File: config.mk
export PLATFORM = sky130hd
export DESIGN_NAME = adc_capture_ctrl
export DESIGN_NICKNAME = d
export VERILOG_FILES = /design/src/rtl/adc_capture_ctrl.sv
export SDC_FILE = /design/constraint.sdc
export NUM_CORES = 1
export LEC_CHECK = 0
export CAP_MARGIN = 20
export CORE_ASPECT_RATIO = 1.5
export CORE_UTILIZATION = 29
export DETAILED_ROUTE_END_ITERATION = 8
export GPL_ROUTABILITY_DRIVEN = 0
export GPL_TIMING_DRIVEN = 1
export PLACE_DENSITY_LB_ADDON = 0.1
export SETUP_SLACK_MARGIN = 0.15
export SYNTH_ARGS = -nofsm -noshare
export SYNTH_HDL_FRONTEND = slang
export SYNTH_SLANG_ARGS = --single-unit
File: constraint.sdc
create_clock -name clk -period 2.3 [get_ports clk]
set_input_delay 0.575 -clock clk [delete_from_list [all_inputs] [get_ports clk]]
set_output_delay 0.575 -clock clk [all_outputs]
set_load 0.02 [all_outputs]
File: src/rtl/adc_capture_ctrl.sv
// ADC capture-window controller: it discards settling samples, box-car averages
// groups of 1/2/4/8 codes, and writes a fixed number of words into the ADC code FIFO.
module adc_capture_ctrl #(
  parameter int PRECISION = 10,
  parameter int CNT_WIDTH = 16
) (
  input  logic                 clk,
  input  logic                 rst_n,
  input  logic [PRECISION-1:0] adc_code_in,
  input  logic                 start,
  input  logic                 abort,
  input  logic [7:0]           settle_count,
  input  logic [CNT_WIDTH-1:0] sample_count,
  input  logic [1:0]           avg_log2,
  input  logic                 fifo_full,
  output logic [PRECISION-1:0] fifo_din,
  output logic                 fifo_wr_en,
  output logic                 busy,
  output logic                 done,
  output logic                 overflow,
  output logic [CNT_WIDTH-1:0] words_written
);

  localparam int ACC_W = PRECISION + 3;

  typedef enum logic [1:0] {IDLE, SETTLE, ACQUIRE} state_t;

  state_t               state;
  logic [7:0]           settle_cnt;
  logic [CNT_WIDTH-1:0] n_lat;
  logic [CNT_WIDTH-1:0] word_cnt;
  logic [1:0]           g_lat;
  logic [ACC_W-1:0]     acc;
  logic [2:0]           grp_cnt;

  logic [ACC_W-1:0]     sum;
  logic [2:0]           grp_last;
  logic [CNT_WIDTH-1:0] word_cnt_nxt;

  // Three guard bits let eight full-scale codes sum without wrapping.
  assign sum          = acc + ACC_W'(adc_code_in);
  assign grp_last     = 3'((4'd1 << g_lat) - 4'd1);
  assign word_cnt_nxt = word_cnt + CNT_WIDTH'(1);
  assign busy         = (state != IDLE);

  always_ff @(posedge clk or negedge rst_n) begin
    if (!rst_n) begin
      state         <= IDLE;
      settle_cnt    <= '0;
      n_lat         <= '0;
      word_cnt      <= '0;
      g_lat         <= '0;
      acc           <= '0;
      grp_cnt       <= '0;
      fifo_din      <= '0;
      fifo_wr_en    <= 1'b0;
      done          <= 1'b0;
      overflow      <= 1'b0;
      words_written <= '0;
    end else begin
      // NOTE: the strobe defaults low every edge so it can never stretch past one cycle.
      fifo_wr_en <= 1'b0;
      if (abort) begin
        // Abort beats start and drops any partial group; the sticky status holds.
        state   <= IDLE;
        acc     <= '0;
        grp_cnt <= '0;
      end else begin
        case (state)
          IDLE: begin
            if (start) begin
              settle_cnt    <= settle_count;
              n_lat         <= sample_count;
              g_lat         <= avg_log2;
              acc           <= '0;
              grp_cnt       <= '0;
              word_cnt      <= '0;
              done          <= 1'b0;
              overflow      <= 1'b0;
              words_written <= '0;
              state         <= (settle_count != 8'd0) ? SETTLE : ACQUIRE;
            end
          end
          SETTLE: begin
            settle_cnt <= settle_cnt - 8'd1;
            if (settle_cnt == 8'd1) state <= ACQUIRE;
          end
          ACQUIRE: begin
            if (grp_cnt == grp_last) begin
              fifo_din <= PRECISION'(sum >> g_lat);
              acc      <= '0;
              grp_cnt  <= '0;
              word_cnt <= word_cnt_nxt;
              if (fifo_full) begin
                overflow <= 1'b1;
              end else begin
                fifo_wr_en <= 1'b1;
                if (words_written != '1) words_written <= words_written + CNT_WIDTH'(1);
              end
              // A dropped word still consumes its slot, so the window is fixed in time.
              if (n_lat != '0 && word_cnt_nxt == n_lat) begin
                state <= IDLE;
                done  <= 1'b1;
              end
            end else begin
              acc     <= sum;
              grp_cnt <= grp_cnt + 3'd1;
            end
          end
          default: state <= IDLE;
        endcase
      end
    end
  end

endmodule

==> metrics.yaml <==
p_leak_nw: 3.29
antenna_found_initial: 0
finalSetupViolCount: 1
synth_nets: 672
worst_slack_ns: -0.0430
place_hpwl_um: 11600
synth_ff_type: "dfrtp_1"
drt_iter0_markers: 183
track_usage: 0.174
num_vias: 5005
cp.arrival_ns: 2.62
place_area_mm2: 0.00685
r2r_start: "acc[0]"
crit_path_start_kind: "register"
final_area_mm2: 0.00764
num-nets-final: 811
end_kind: "register"
cts_tree: "built"
finalNonFillerCells: 976
switching_share: 0.333
yosysSeqAreaShare: 0.419
worstPathMaxFanout: 3
firstDrtPassIters: 4
clkPwrFrac: 0.303
violations: "setup timing"
synth-edff-count: 0
cts-root-buf: "clkbuf_16"
max_cap_viol_count: 0
diodes: 0
synth_seq_cells: 89
syn_area_mm2: 0.00531
dp_cells: 949
max_freq_ghz: 0.427
via_per_inst: 5.13
port_buffers: 70
drive_gt1_frac: 0.245
wl_per_cell_um: 16.5
grt_overflow: 0
path_clk_slew_ns: 0.07
ir_drop_mv: 0.384
die_height_um: 168
yosysWarningCount: 0
grt_pass1_wl_um: 26000
die_x_um: 113
p_switching_mw: 1.66
slew_violations: 0
route.detailed.drc: 0
p_per_area_mw_per_mm2: 652
hold_violations: 0
hold_slack_ns: 0.189
status: "finished with violations"
fin_crit_sh: 1.02
finalCriticalPeriod_ns: 2.34
start_util: 0.296
post-place-ws_ns: -0.789
drt.antenna.violating_nets: 0
rr_worst_depth: 12
worstReg2RegEnd: "fifo_din[7]"
max_slew_margin: 0.660
cts_max_level: 3
cts.sinks: 89
routed_wl_um: 16100
ff2ff_setup_slack_ns: -0.04
tightest_slew_ns: 0.509
syn_to_final_growth_pct: 43.8
syn_avg_cell_area_um2: 8.64
clockBufferDepth: 2
share_seq_of_total_power: 0.401
clock_skew_ns: 0.0104
rsz0062_at_grt: "true"
synth_cell_types: 62
grt_start_max_net_pins: 41
cts_buffers: 9
syn_inst: 615
first_global_vias: 5094
design.die.area_mm2: 0.0189
intPower_mw: 3.33
pin_count: 71
core.rowCount: 60
critical_path_class: "register to register"
tns_ns: -0.0430
core-area_mm2: 0.0179
worstSkewPairLatency_ns: 0.35
hp-class: "input pin to async pin"
combPwrFrac: 0.296
async_flop_share: 1.00
critPathRequiredTime_ns: 2.58
## repair_timing
item,4_1_cts,5_1_grt
setup buffers,3,8
hold buffers,0,0
pin swaps,18,18
resized for setup,36,60
setup endpoints to repair,23,38
## routing by layer
| metal | global-route usage | vias to the layer above | wire, µm |
|---|---|---|---|
| li1 | - | 2478 | - |
| met1 | 0.206 | 2437 | 6840 |
| met2 | 0.314 | 77 | 8600 |
| met3 | 0.0353 | 13 | 471 |
| met4 | 0.0504 | 0 | 199 |
| met5 | 0 | - | 0 |
## layout make-up
type / instances / area, µm²
inverter: 12 / 45.0
sequential: 89 / 2230
timing repair buffer: 159 / 1480
tap: 217 / 272
multi-input combinational: 483 / 3320
clock buffer: 9 / 225
fill: 1738 / 10300
clock inverter: 7 / 70.1
## sequential cells by signal, indices dropped and copies added (netlist names)
signal         cells
overflow           1
g_lat              2
n_lat             16
grp_cnt            3
fifo_wr_en         1
state              2
fifo_din          10
done               1
words_written     16
acc               13
word_cnt          16
settle_cnt         8
## critical path, stage by stage (launching register included)
cell and delay [ns]:
dfrtp_1 0.38, ha_4 0.14, inv_2 0.04, fa_2 0.39
nor2b_2 0.13, o31a_1 0.24, buf_4 0.15, a21oi_2 0.06
buf_4 0.14, xnor2_2 0.15, mux2i_1 0.13, o31a_1 0.25
o21ai_1 0.08
## synth_stat cells (12+ instances only)
library cell  count  area (µm²)
o21ai_1          12        60.1
nand3_1          18        90.1
clkbuf_1         25        93.8
a21oi_1          27         135
nand4_1          12        75.1
nand2_1         111         417
o21ai_0          46         230
nor2_1           64         240
inv_1            12        45.0
xor2_1           27         236
dfrtp_1          89        2230
xnor2_1          15         131
ha_1             15         188
## worst max-delay path by stage
| stage | start | endpoint | slack (ns) | cells past startpoint |
|---|---|---|---|---|
| after detailed placement | adc_code_in[1] | fifo_din[8] | -0.79 | 9 |
| after floorplan | adc_code_in[0] | fifo_din[8] | -0.07 | 10 |
| after CTS | acc[0] | fifo_din[9] | -0.08 | 11 |
| final | acc[0] | fifo_din[7] | -0.04 | 12 |
| after global routing | acc[0] | fifo_din[7] | -0.17 | 12 |
| after global placement | adc_code_in[0] | fifo_din[8] | -0.72 | 11 |
## layout by cell type, fill, tap and decap left out, types with 4 or more instances in the layout
master / Yosys / layout
nand2_1: 111 / 105
dfrtp_1: 89 / 83
buf_4: 0 / 76
clkdlybuf4s50_1: 0 / 61
nor2_1: 64 / 59
o21ai_0: 46 / 41
xor2_1: 27 / 25
a21oi_1: 27 / 18
o21ai_1: 12 / 15
xnor2_1: 15 / 13
nand3_1: 18 / 13
nand4_1: 12 / 12
inv_1: 12 / 11
a22o_1: 10 / 10
ha_4: 0 / 10
a21oi_2: 0 / 9
nor4_1: 11 / 9
clkbuf_16: 0 / 9
o31ai_1: 9 / 8
buf_6: 2 / 7
buf_12: 0 / 7
mux2i_1: 6 / 6
dfrtp_2: 0 / 6
nor2_2: 0 / 5
and2_1: 5 / 5
nor3_1: 7 / 5
o41ai_1: 6 / 5
ha_1: 15 / 5
nand2_2: 0 / 4
a21o_1: 4 / 4
o211ai_1: 4 / 4
o221ai_1: 4 / 4
nand3_2: 0 / 4
dlygate4sd2_1: 0 / 4
## power groups by stage
stage                     Combinational, mW  Clock [mW]  Sequential [mW]
after floorplan                       0.713           0             2.04
after global placement                 1.36           0             2.01
after detailed placement               1.37           0             2.01
after CTS                              1.42        1.57             1.99
after global routing                   1.62        1.62             2.03
final                                  1.48        1.51             2.00
## logic make-up (layout without fill, tap and decap cells)
logic type / count (synthesis) / in the layout / share of synthesized area
buffers and inverters: 43 / 187 / 0.0337
multiplexers: 9 / 9 / 0.0177
AO/OA/AOI/OAI: 155 / 155 / 0.191
XOR/XNOR: 43 / 43 / 0.0723
flip-flops: 89 / 89 / 0.419
adder cells (fa/ha/maj): 16 / 16 / 0.0391
AND/OR/NAND/NOR: 260 / 260 / 0.227
## metrics by stage
stage	power (mW)	util
after floorplan	2.76	-
after global placement	3.37	0.382
after detailed placement	3.38	0.382
after CTS	4.97	0.407
after global routing	5.27	0.426
final	4.98	0.426
No activity file was read; power rests on OpenSTA's default activity.
